--- config.mk ---
export PLATFORM = sky130hd
export DESIGN_NAME = zpower_seq
export DESIGN_NICKNAME = d
export VERILOG_FILES = /design/src/rtl/zpower_seq.sv
export SDC_FILE = /design/constraint.sdc
export NUM_CORES = 1
export LEC_CHECK = 0
export ABC_AREA = 1
export CORE_MARGIN = 4
export CORE_UTILIZATION = 40
export CTS_BUF_LIST = sky130_fd_sc_hd__clkbuf_4
export DETAILED_ROUTE_END_ITERATION = 8
export PLACE_DENSITY = 0.66
export SYNTH_ARGS = -nofsm -noshare
export SYNTH_HDL_FRONTEND = slang
export SYNTH_SLANG_ARGS = --single-unit
--- constraint.sdc ---
create_clock -name iClk -period 2.4 [get_ports iClk]
set_input_delay 0.48 -clock iClk [delete_from_list [all_inputs] [get_ports iClk]]
set_output_delay 0.48 -clock iClk [all_outputs]
set_load 0.1 [all_outputs]
--- src/rtl/zpower_seq.sv ---
// rtl/zpower_seq.sv - multi-rail power sequencer with ordered up/down and sticky fault
//
// Rails are brought up in ascending index order. Each rail waits for its own
// synchronised power-good and then a settle delay before the next rail is enabled.
// Rails are brought down in descending order with a fixed gap between disables.
// A power-good timeout or a loss of power-good on a rail that is already up drops
// every enable at once and latches a fault until the controller clears it.
//
// Ports:
//   iClk      in   1         system clock
//   iRst_N    in   1         asynchronous active-low reset
//   iStart    in   1         level request: 1 = power up / stay on, 0 = power down
//   iClr      in   1         single-cycle pulse, clears a latched fault (only with iStart=0)
//   iPG       in   CHANNELS  raw regulator power-good inputs (asynchronous)
//   oEn       out  CHANNELS  registered regulator enables
//   oReady    out  1         all rails up and settled
//   oFault    out  1         sticky fault flag
//   oFaultCh  out  4         index of the faulting rail
//   oBusy     out  1         sequencing in progress (UP / SETTLE / DOWN)

module zpower_seq #(
    parameter int CHANNELS = 4,
    parameter int CNT_W    = 24,
    parameter int ON_DLY   = 100000,
    parameter int PG_TMO   = 1000000,
    parameter int OFF_DLY  = 100000
) (
    input  logic                iClk,
    input  logic                iRst_N,
    input  logic                iStart,
    input  logic                iClr,
    input  logic [CHANNELS-1:0] iPG,
    output logic [CHANNELS-1:0] oEn,
    output logic                oReady,
    output logic                oFault,
    output logic [3:0]          oFaultCh,
    output logic                oBusy
);

    typedef enum logic [2:0] {
        S_IDLE,
        S_UP,
        S_SETTLE,
        S_ON,
        S_DOWN,
        S_FAULT
    } state_t;

    // Terminal counts: the counter starts at 0 on entry to a timed state, so a
    // wait of N cycles ends when the counter holds N-1.
    localparam logic [CNT_W-1:0] TMO_M1 = CNT_W'(PG_TMO - 1);
    localparam logic [CNT_W-1:0] ON_M1  = CNT_W'(ON_DLY - 1);
    localparam logic [CNT_W-1:0] OFF_M1 = CNT_W'(OFF_DLY - 1);
    localparam logic [3:0]       LAST_K = 4'(CHANNELS - 1);

    logic [CHANNELS-1:0] pg_meta_q;
    logic [CHANNELS-1:0] pg_s_q;

    state_t              state_q, state_d;
    logic [3:0]          k_q, k_d;
    logic [CNT_W-1:0]    cnt_q, cnt_d;
    logic [CHANNELS-1:0] en_q, en_d;
    logic                ready_q, ready_d;
    logic                fault_q, fault_d;
    logic [3:0]          fault_ch_q, fault_ch_d;
    logic                busy_q, busy_d;

    logic [CNT_W-1:0]    cnt_inc;
    logic [CHANNELS-1:0] k_onehot;
    logic [CHANNELS-1:0] below_k;
    logic [CHANNELS-1:0] lost;
    logic [3:0]          lost_idx;
    logic                pg_k;
    logic                do_fault;
    logic [3:0]          do_fault_ch;

    // Two-stage synchroniser for the asynchronous power-good inputs.
    always_ff @(posedge iClk or negedge iRst_N) begin
        if (!iRst_N) begin
            pg_meta_q <= '0;
            pg_s_q    <= '0;
        end else begin
            pg_meta_q <= iPG;
            pg_s_q    <= pg_meta_q;
        end
    end

    // Decode the current rail index into a one-hot select and a mask of the
    // rails that are already fully up (indices below k). Built by comparison so
    // that k never has to be used as a bit index narrower than itself.
    always_comb begin
        k_onehot = '0;
        below_k  = '0;
        for (int i = 0; i < CHANNELS; i++) begin
            k_onehot[i] = (4'(i) == k_q);
            below_k[i]  = (4'(i) < k_q);
        end
    end

    assign pg_k    = |(pg_s_q & k_onehot);
    // While ON every rail is supervised; while ramping only the rails below k.
    assign lost    = ((state_q == S_ON) ? {CHANNELS{1'b1}} : below_k) & ~pg_s_q;
    // Saturating increment: the counter never wraps back to a small value.
    assign cnt_inc = (&cnt_q) ? cnt_q : cnt_q + CNT_W'(1);

    // Lowest index of a rail that has lost power-good.
    always_comb begin
        lost_idx = '0;
        for (int i = CHANNELS - 1; i >= 0; i--) begin
            if (lost[i]) begin
                lost_idx = 4'(i);
            end
        end
    end

    always_comb begin
        state_d     = state_q;
        k_d         = k_q;
        cnt_d       = cnt_q;
        en_d        = en_q;
        ready_d     = ready_q;
        fault_d     = fault_q;
        fault_ch_d  = fault_ch_q;
        do_fault    = 1'b0;
        do_fault_ch = '0;

        case (state_q)
            S_IDLE: begin
                if (iStart && !fault_q) begin
                    state_d = S_UP;
                    k_d     = '0;
                    cnt_d   = '0;
                    en_d    = CHANNELS'(1);
                end
            end

            // Priority in both ramp states: fault, then abort, then progress.
            S_UP: begin
                if (|lost) begin
                    do_fault    = 1'b1;
                    do_fault_ch = lost_idx;
                end else if (!pg_k && (cnt_q == TMO_M1)) begin
                    do_fault    = 1'b1;
                    do_fault_ch = k_q;
                end else if (!iStart) begin
                    state_d = S_DOWN;
                    en_d    = en_q & ~k_onehot;
                    cnt_d   = '0;
                end else if (pg_k) begin
                    state_d = S_SETTLE;
                    cnt_d   = '0;
                end else begin
                    cnt_d = cnt_inc;
                end
            end

            S_SETTLE: begin
                if (|lost) begin
                    do_fault    = 1'b1;
                    do_fault_ch = lost_idx;
                end else if (!iStart) begin
                    state_d = S_DOWN;
                    en_d    = en_q & ~k_onehot;
                    cnt_d   = '0;
                end else if (cnt_q == ON_M1) begin
                    cnt_d = '0;
                    if (k_q == LAST_K) begin
                        state_d = S_ON;
                        ready_d = 1'b1;
                    end else begin
                        state_d = S_UP;
                        k_d     = k_q + 4'd1;
                        en_d    = en_q | (k_onehot << 1);
                    end
                end else begin
                    cnt_d = cnt_inc;
                end
            end

            S_ON: begin
                if (|lost) begin
                    do_fault    = 1'b1;
                    do_fault_ch = lost_idx;
                end else if (!iStart) begin
                    state_d              = S_DOWN;
                    ready_d              = 1'b0;
                    k_d                  = LAST_K;
                    cnt_d                = '0;
                    en_d[CHANNELS-1]     = 1'b0;
                end
            end

            // The rail at k was dropped on entry; after the gap drop the next
            // lower rail. A new request is not looked at until IDLE.
            S_DOWN: begin
                if (cnt_q == OFF_M1) begin
                    cnt_d = '0;
                    if (k_q == 4'd0) begin
                        state_d = S_IDLE;
                    end else begin
                        k_d  = k_q - 4'd1;
                        en_d = en_q & ~(k_onehot >> 1);
                    end
                end else begin
                    cnt_d = cnt_inc;
                end
            end

            S_FAULT: begin
                if (iClr && !iStart) begin
                    state_d = S_IDLE;
                    fault_d = 1'b0;
                end
            end

            default: begin
                state_d = S_IDLE;
                en_d    = '0;
                ready_d = 1'b0;
            end
        endcase

        // All rails are dropped together on a fault; no ordered shutdown.
        if (do_fault) begin
            state_d    = S_FAULT;
            en_d       = '0;
            ready_d    = 1'b0;
            fault_d    = 1'b1;
            fault_ch_d = do_fault_ch;
            cnt_d      = '0;
            k_d        = '0;
        end

        busy_d = (state_d == S_UP) || (state_d == S_SETTLE) || (state_d == S_DOWN);
    end

    always_ff @(posedge iClk or negedge iRst_N) begin
        if (!iRst_N) begin
            state_q    <= S_IDLE;
            k_q        <= '0;
            cnt_q      <= '0;
            en_q       <= '0;
            ready_q    <= 1'b0;
            fault_q    <= 1'b0;
            fault_ch_q <= '0;
            busy_q     <= 1'b0;
        end else begin
            state_q    <= state_d;
            k_q        <= k_d;
            cnt_q      <= cnt_d;
            en_q       <= en_d;
            ready_q    <= ready_d;
            fault_q    <= fault_d;
            fault_ch_q <= fault_ch_d;
            busy_q     <= busy_d;
        end
    end

    assign oEn      = en_q;
    assign oReady   = ready_q;
    assign oFault   = fault_q;
    assign oFaultCh = fault_ch_q;
    assign oBusy    = busy_q;

endmodule
==> results of run 1 <==
registers in the layout, indices dropped and copies added, names as in the netlist:
register	count
cnt_q	24
k_q	4
oBusy	1
oEn	4
oFault	1
oFaultCh	4
oReady	1
pg_meta_q	4
pg_s_q	4
state_q	3
cell usage after synthesis (3+ instances only):
cell type,n
nand2_1,232
nand3_1,96
nor2_1,82
inv_1,59
dfrtp_1,50
nand4_1,33
o21ai_0,16
xor2_1,15
a21oi_1,12
nor3_1,11
buf_2,10
clkbuf_1,10
nor2_2,8
ha_1,7
inv_2,5
nand2_2,5
nor2_4,5
buf_6,4
a22oi_1,3
o21ai_1,3
o22ai_1,3
routing by layer:
metal	routed length (microns)	global-route usage [%]	share of wire, %	vias up
met5	0	0	0	-
met4	452	9.38	3.3	0
met3	715	3.34	5.3	37
met2	6540	36.7	48	150
met1	5860	26.9	43	2203
li1	-	-	-	2349
area by class of cell:
cell class / count / area [sq um] / area share (%)
Multi-Input combinational cell: 557 / 2780 / 56.0
Sequential cell: 50 / 1250 / 25.3
Timing Repair Buffer: 56 / 458 / 9.24
Inverter: 64 / 245 / 4.95
Tap cell: 136 / 170 / 3.43
Clock buffer: 5 / 37.5 / 0.757
Clock inverter: 3 / 16.3 / 0.328
final timing paths:
path                               from   endpoint  slack (ps)  cells after the start
max                            cnt_q[1]     k_q[1]         120                     12
min                              iRst_N  cnt_q[15]          10                      1
max reg2reg                    cnt_q[1]     k_q[1]         120                     12
min reg2reg                pg_meta_q[0]  pg_s_q[0]         370                      0
max in group asynchronous        iRst_N     k_q[1]        1740                      2
min in group iClk          pg_meta_q[0]  pg_s_q[0]         370                      0
metrics by stage:
step           instance area (sq um)  cells  utilization (%)  total power, W
2_1_floorplan                   4360    697                -         0.00302
3_3_place_gp                    4800    856             45.9         0.00382
3_5_place_dp                    4800    856             45.9         0.00384
4_1_cts                         4850    864             46.4         0.00426
5_1_grt                         4960    871             47.4         0.00461
6_report                        4960    871             47.4         0.00428
what timing repair did:
| action | 4_1_cts | 5_1_grt |
|---|---|---|
| resized for setup | 0 | 16 |
| setup buffers | 0 | 6 |
| endpoints found under the setup margin | 0 | 34 |
worst max-delay path: cells and delay by family (launching register included):
kind / cells / cell delay [ps]
fa+ha+maj: 1 / 220
simple gates: 10 / 1440
flops: 1 / 400
compound gates: 1 / 120
power by group:
group | switching, W | leakage (nW) | internal (W) | total, W
sequential | 0.000121 | 0.659 | 0.000959 | 0.00108
combinational | 0.00194 | 1.79 | 0.000846 | 0.00278
clock | 0.000304 | 0.0286 | 0.000110 | 0.000414
total | 0.00236 | 2.48 | 0.00191 | 0.00428
cells by family after synthesis:
| family | after synthesis | synth area share (%) |
|---|---|---|
| AO/OA/AOI/OAI | 49 | 7.00 |
| XOR/XNOR | 17 | 3.41 |
| adder cells (fa/ha/maj) | 7 | 2.01 |
| buffers and inverters | 91 | 8.89 |
| flip-flops | 50 | 28.7 |
| multiplexers | 1 | 0.229 |
| AND/OR/NAND/NOR | 482 | 49.8 |
==> impl_metrics.ini, run 1 <==
[power_and_ir_drop]
powerDensity_nw_per_um2 = 863
leakagePower_nw = 2.48
ir_drop_mv = 0.452

[grt]
grt_pass1_vias = 4605
grt_max_degree = 29
grt_usage_pct = 21.5
grt_pass1_wl_microns = 22400
gr-total-overflow = 0
antenna_found_initial = 0

[die]
fp.dieW_microns = 112
die_h_microns = 112
rows = 37
die_area_sq_um = 12600
ioPinCount = 19
core_sq_um = 10500
start_util_pct = 41.7

[layout]
final_common_cell = nand2_1
finalNetCount = 749
drive_gt1_share_pct = 13.9
n_antenna_cell = 0
fill_cells = 1104
final_cell_mix = 231 x nand2_1, 96 x nand3_1, 80 x nor2_1
area_growth_pct = 13.7

[yosys]
syn_nets = 712
synth_area_leaders = dfrtp_1 29%, nand2_1 20%, nand3_1 11%, nor2_1 7.1%, inv_1 5.1%
synthesis.instances = 697
yosysSeqAreaShare_pct = 28.7
ys_ff_latch = 50
synthFlopType = dfrtp_1
synthArstFlopShare_pct = 100
synth_cell_types = 40
syn_area_sq_um = 4360
synth-edff-count = 0
synth_warnings = 0
synth_top_area_cell = dfrtp_1
syn_avg_cell_area_sq_um = 6.26
synth_top_area_share_pct = 28.7

[cts]
clockBufferDepth = 2
clk_pin_slew_worst_paths_ps = 160
cts.sinks = 50
insertion_delay_ps = 400
cts_inserted_buffers = 5
cts_hold_buffers = 0
cts_tree = built
htree_levels = 2
cts_root_buf = clkbuf_4

[timing]
fin_skew_ps = 9.96
period_needed_ps = 2280
whs_ps = 9.82
max_freq_mhz = 439
tns_ps = 0
setup_ws_ps = 123
rsz0062_at_grt = yes
hold_viol_final = 0
tightestPinTransition_ps = 476
relSlewSlack_pct = 68.3
period_share_pct = 94.9
setup_viol = 0
drv_slew = 0

[placed_design]
port_buffers = 18
gp_congestion = 0.980
dp_hpwl_microns = 10200
place_ws_ps = 82.0

[drt]
drt_iter0_drc = 369
dr.pass1.iters = 5
ant_nets = 0
vias = 4739
drc_errors = 0
finalWirelength_microns = 13600
vias_per_cell = 5.44
wl_per_cell_microns = 15.6

[setup_path]
arrival_ps = 2580
slowest_delay_ps = 400
crit_path_frequent_cell = nand2_1
required_ps = 2700
end_kind = register
cpMaxStageDelayCell = dfrtp_1
start_kind = register
critPathKind = reg2reg
crit_chain = ha_2 > nand2_2 > nor2_4 > nand3_1 > nor2_1 > nand2_1 > nor2_1 > o21ai_0 > nor2_2 > nand2_2 > nand2_1 > nand2_1
path_max_fanout = 5

[outcome]
status = completed

[flow_run]
maxCapViolCount = 0

[min_path]
worstHoldPathType = in2async
Power figures use the tool's default switching activity.
==> inputs of run 2 (changes only) <==
- CELL_PAD_IN_SITES_DETAIL_PLACEMENT: default -> 1
- CELL_PAD_IN_SITES_GLOBAL_PLACEMENT: default -> 2
- CORE_UTILIZATION: 40 -> 35
- PLACE_DENSITY: 0.66 -> 0.92
==> run 2 against run 1 <==
Hold slack better by 30 ps; total power up 4.5%; final cell count up 3.0%; clock skew up 6.2 ps; worst setup slack better by 78 ps; sequential power about the same; critical endpoint is now cnt_q[9]; largest cell class unchanged; largest power group unchanged; highest routed layer unchanged.
==> impl_metrics.ini, run 2 (synthesized netlist as in run 1, its figures left out) <==
[layout]
drive_gt1_share_pct = 13.3
area_growth_pct = 14.5
fill_cells = 1656
final_common_cell = nand2_1
largest_register = cnt_q
final_cell_mix = 231 x nand2_1, 96 x nand3_1, 78 x nor2_1
finalNetCount = 743
n_antenna_cell = 0
largest_reg_flops = 24

[setup_path]
r2r_start = cnt_q[0]
cpMaxStageDelayCell = dfrtp_1
path_max_fanout = 10
crit_chain = ha_1 > nand2_2 > nor2_4 > nand2_1 > nor3_4 > nand3_4 > buf_4 > a21oi_1 > nand3_1 > nand3_1 > nand2_1 > nand2_1
r2r_end = cnt_q[9]
slowest_delay_ps = 390
required_ps = 2790
critPathKind = reg2reg
start_kind = register
crit_path_frequent_cell = nand2_1
rrSetupSlack_ps = 200
path_delay_family = simple AND/OR/NAND/NOR gates
arrival_ps = 2590
end_kind = register
cp_num_buf_inv = 1
reg2reg_depth = 12

[power_and_ir_drop]
powerDensity_nw_per_um2 = 895
p_total_w = 0.00447
ir_drop_mv = 0.517
leakagePower_nw = 2.49

[drt]
finalWirelength_microns = 15500
vias = 4759
dr.pass1.iters = 4
wl_per_cell_microns = 17.2
drt_iter0_drc = 214
ant_nets = 0
vias_per_cell = 5.31
drc_errors = 0

[grt]
grt_use_met3_pct = 3.16
top_usage_layer = met2
grt_max_degree = 50
gr-total-overflow = 0
use_met2_pct = 39.4
grt_pass1_wl_microns = 25700
grt_use_met1_pct = 27.3
antenna_found_initial = 0
grt_usage_pct = 22.3
grt_pass1_vias = 5090

[timing]
period_share_pct = 91.6
fin_skew_ps = 16.2
relSlewSlack_pct = 57.0
setup_viol = 0
tightestPinTransition_ps = 644
period_needed_ps = 2200
tns_ps = 0
drv_slew = 0
max_freq_mhz = 455
whs_ps = 39.7
hold_viol_final = 0

[cts]
insertion_delay_ps = 440
htree_levels = 2
cts_inserted_buffers = 5
clockBufferDepth = 2
clk_pin_slew_worst_paths_ps = 160
cts.sinks = 50
cts_root_buf = clkbuf_4
cts_hold_buffers = 0
cts_tree = built

[outcome]
status = completed

[flow_run]
maxCapViolCount = 0

[die]
ioPinCount = 19
start_util_pct = 36.0
core_sq_um = 12100
rows = 40
die_area_sq_um = 14300
die_h_microns = 120
fp.dieW_microns = 120

[placed_design]
dp_hpwl_microns = 11800
gp_congestion = 1.02
port_buffers = 18

[min_path]
worstHoldPathType = in2async
## run 2: changes by cell type in the layout (fill, tap and decap cells not counted), moves of 2 or more
cell and change:
buf_4 -7, a21oi_1 +2, a21oi_2 -2, buf_12 +2, nor2_1 -2
## run 2: timing repair
item                       CTS  global route
setup endpoints to repair    0            39
resized for setup            0            15
buffers inserted             0             2
## run 2: per-stage QoR
step           util, %  setup slack (ps)  instances  area, sq um
2_1_floorplan        -               448        697         4360
3_3_place_gp      40.1              89.5        887         4860
3_5_place_dp      40.1              73.5        887         4860
4_1_cts           40.8               109        895         4940
5_1_grt           41.3             -18.0        897         5000
6_report          41.3               201        897         5000
## run 2: power by group
part / switching [W] / internal, W / leakage, nW
combinational: 0.00199 / 0.000819 / 1.78
clock: 0.000338 / 0.000225 / 0.0458
sequential: 0.000145 / 0.000959 / 0.660
total: 0.00247 / 0.00200 / 2.49
## run 2: how the worst max path moves through the flow
| stage | start | endpoint | slack, ps | depth (start not counted) |
|---|---|---|---|---|
| after floorplan | cnt_q[0] | k_q[2] | 450 | 12 |
| after detailed placement | iStart | oEn[0] | 70 | 9 |
| after global routing | k_q[3] | oBusy | -20 | 12 |
| final | cnt_q[0] | cnt_q[9] | 200 | 12 |
| after global placement | iStart | oEn[0] | 90 | 9 |
| after CTS | k_q[0] | k_q[0] | 110 | 12 |
## run 2: layout make-up
cell class,count,area [sq um],area share (%)
clock buffer,5,37.5,0.751
timing repair buffer,51,445,8.92
sequential,50,1250,25.1
inverter,64,243,4.86
tap,168,210,4.21
multi-input combinational,556,2760,55.2
clock inverter,3,47.5,0.952
## run 2: per-layer routing
metal / part of all wire (%) / routed length [microns]
met5: 0 / 0
met4: 2.6 / 410
met3: 4.3 / 664
met2: 50 / 7720
met1: 43 / 6680
## run 2: worst reg2reg max path, stage by stage, from the launching register on
cell	delay [ps]
dfrtp_1	390
ha_1	200
nand2_2	90
nor2_4	140
nand2_1	160
nor3_4	220
nand3_4	190
buf_4	220
a21oi_1	210
nand3_1	120
nand3_1	120
nand2_1	50
nand2_1	60
==> inputs of run 3 (changes only) <==
- MAX_ROUTING_LAYER: default -> met4
==> run 3 against run 2 <==
Design area up 1.4%; clock power down 15%; final cell count up 1.2%; clock-buffer cell count unchanged; worst setup slack worse by 43 ps.
==> impl_metrics.ini, run 3 (synthesized netlist as in run 1, its figures left out) <==
[setup_path]
cp_num_buf_inv = 2
crit_chain = buf_4 > ha_1 > nand3_1 > nand2_1 > nor2_4 > inv_1 > nand3_1 > nand2_1 > nor2_1 > nor2_2 > nand2_1 > nand3_1 > nand3_1
rrSetupSlack_ps = 160
r2r_end = oBusy
required_ps = 2780
arrival_ps = 2620
start_kind = register
path_max_fanout = 5
cpMaxStageDelayCell = dfrtp_2
crit_path_frequent_cell = nand3_1
end_kind = register
slowest_delay_ps = 490
critPathKind = reg2reg
reg2reg_depth = 13
r2r_start = k_q[0]
path_delay_family = simple AND/OR/NAND/NOR gates

[power_and_ir_drop]
leakagePower_nw = 2.54
p_int_w = 0.00201
powerDensity_nw_per_um2 = 899
pwr-share-seq_pct = 24.2
p_sw_w = 0.00254
p_total_w = 0.00455
swShare_pct = 55.9
ir_drop_mv = 0.596
comb_power_share_pct = 65.3
p_clk_share_pct = 10.5

[die]
core_sq_um = 12100
fp.dieW_microns = 120
start_util_pct = 36.0
rows = 40
die_area_sq_um = 14300
ioPinCount = 19
die_h_microns = 120

[grt]
gr-total-overflow = 0
grt_pass1_wl_microns = 26400
grt_usage_pct = 23.5
antenna_found_initial = 0
grt_pass1_vias = 5250
grt_max_degree = 50

[cts]
insertion_delay_ps = 440
cts.sinks = 50
clk_pin_slew_worst_paths_ps = 180
cts_inserted_buffers = 5
cts_root_buf = clkbuf_4
clockBufferDepth = 2
cts_tree = built
htree_levels = 2

[timing]
setup_viol = 0
hold_viol_final = 0
fin_skew_ps = 15.1
relSlewSlack_pct = 61.8
rsz0062_at_grt = no
period_needed_ps = 2240
tightestPinTransition_ps = 573
drv_slew = 0
max_freq_mhz = 446
period_share_pct = 93.4
tns_ps = 0

[layout]
finalNonFillerCells = 908
n_antenna_cell = 0
largest_reg_flops = 24
drive_gt1_share_pct = 14.6
final-seq-area_sq_um = 1250
final_area_sq_um = 5070
final_cell_mix = 231 x nand2_1, 96 x nand3_1, 78 x nor2_1
multiInputGateArea_sq_um = 2760
final_common_cell = nand2_1
fill_cells = 1676
area_growth_pct = 16.1
finalNetCount = 754
largest_register = cnt_q

[flow_run]
maxCapViolCount = 0

[drt]
wl_per_cell_microns = 17.3
drt_iter0_drc = 203
ant_nets = 0
vias_per_cell = 5.32
vias = 4830
drc_errors = 0
dr.pass1.iters = 4
finalWirelength_microns = 15700

[placed_design]
dp_hpwl_microns = 12100
port_buffers = 18
gp_congestion = 0.990
dp_cells = 892
placed_cell_area_sq_um = 4880

[min_path]
worstHoldPathType = reg2reg
hold_depth = 0
whs_endpoint = pg_s_q[2]
min-delay-start = pg_meta_q[2]

[outcome]
status = completed
-- run 3: layer usage --
| metal | up-vias | routed length [microns] | GRT usage (%) | part of all wire, % |
|---|---|---|---|---|
| li1 | 2355 | - | - | - |
| met3 | 34 | 364 | 3.02 | 2.3 |
| met1 | 2362 | 6890 | 27.7 | 44 |
| met4 | 0 | 431 | 8.52 | 2.8 |
| met2 | 79 | 7980 | 41.2 | 51 |
| met5 | - | 0 | - | 0 |
-- run 3: worst max-delay path by stage --
stage          endpoint  slack (ps)  cells past startpoint  startpoint
3_3_place_gp     oEn[0]          70                      9      iStart
6_report          oBusy         160                     13      k_q[0]
2_1_floorplan    k_q[2]         450                     12    cnt_q[0]
3_5_place_dp     oEn[0]          40                      9      iStart
4_1_cts          k_q[1]           5                     15      k_q[0]
5_1_grt           oBusy         0.3                     13      k_q[0]
-- run 3: power groups by stage --
stage / registers, W / logic, W / clock network [W]
floorplan: 0.00135 / 0.00167 / 0
global placement: 0.00110 / 0.00274 / 0
detailed placement: 0.00111 / 0.00280 / 0
CTS: 0.00110 / 0.00282 / 0.000510
global route: 0.00112 / 0.00326 / 0.000536
finish: 0.00110 / 0.00297 / 0.000480
-- run 3: area by class of cell --
cell class / count / area share, %
Tap cell: 168 / 4.15
Clock buffer: 5 / 0.741
Timing Repair Buffer: 62 / 10.5
Multi-Input combinational cell: 556 / 54.5
Clock inverter: 3 / 0.568
Sequential cell: 50 / 24.7
Inverter: 64 / 4.84
-- run 3: timing repair --
| item | 4_1_cts | 5_1_grt |
|---|---|---|
| buffers inserted | 0 | 7 |
| hold buffers | 1 | 0 |
| endpoints found under the hold margin | 5 | 0 |
| endpoints found under the setup margin | 0 | 42 |
| gates resized for setup | 0 | 14 |
-- run 3: per-stage QoR --
stage / hold slack (ps) / util (%) / worst slack (ps)
2_1_floorplan: 184 / - / 448
4_1_cts: 377 / 41.0 / 5.17
5_1_grt: 389 / 41.8 / 0.327
3_3_place_gp: 335 / 40.3 / 74.4
6_report: 373 / 41.8 / 157
3_5_place_dp: 336 / 40.3 / 37.1
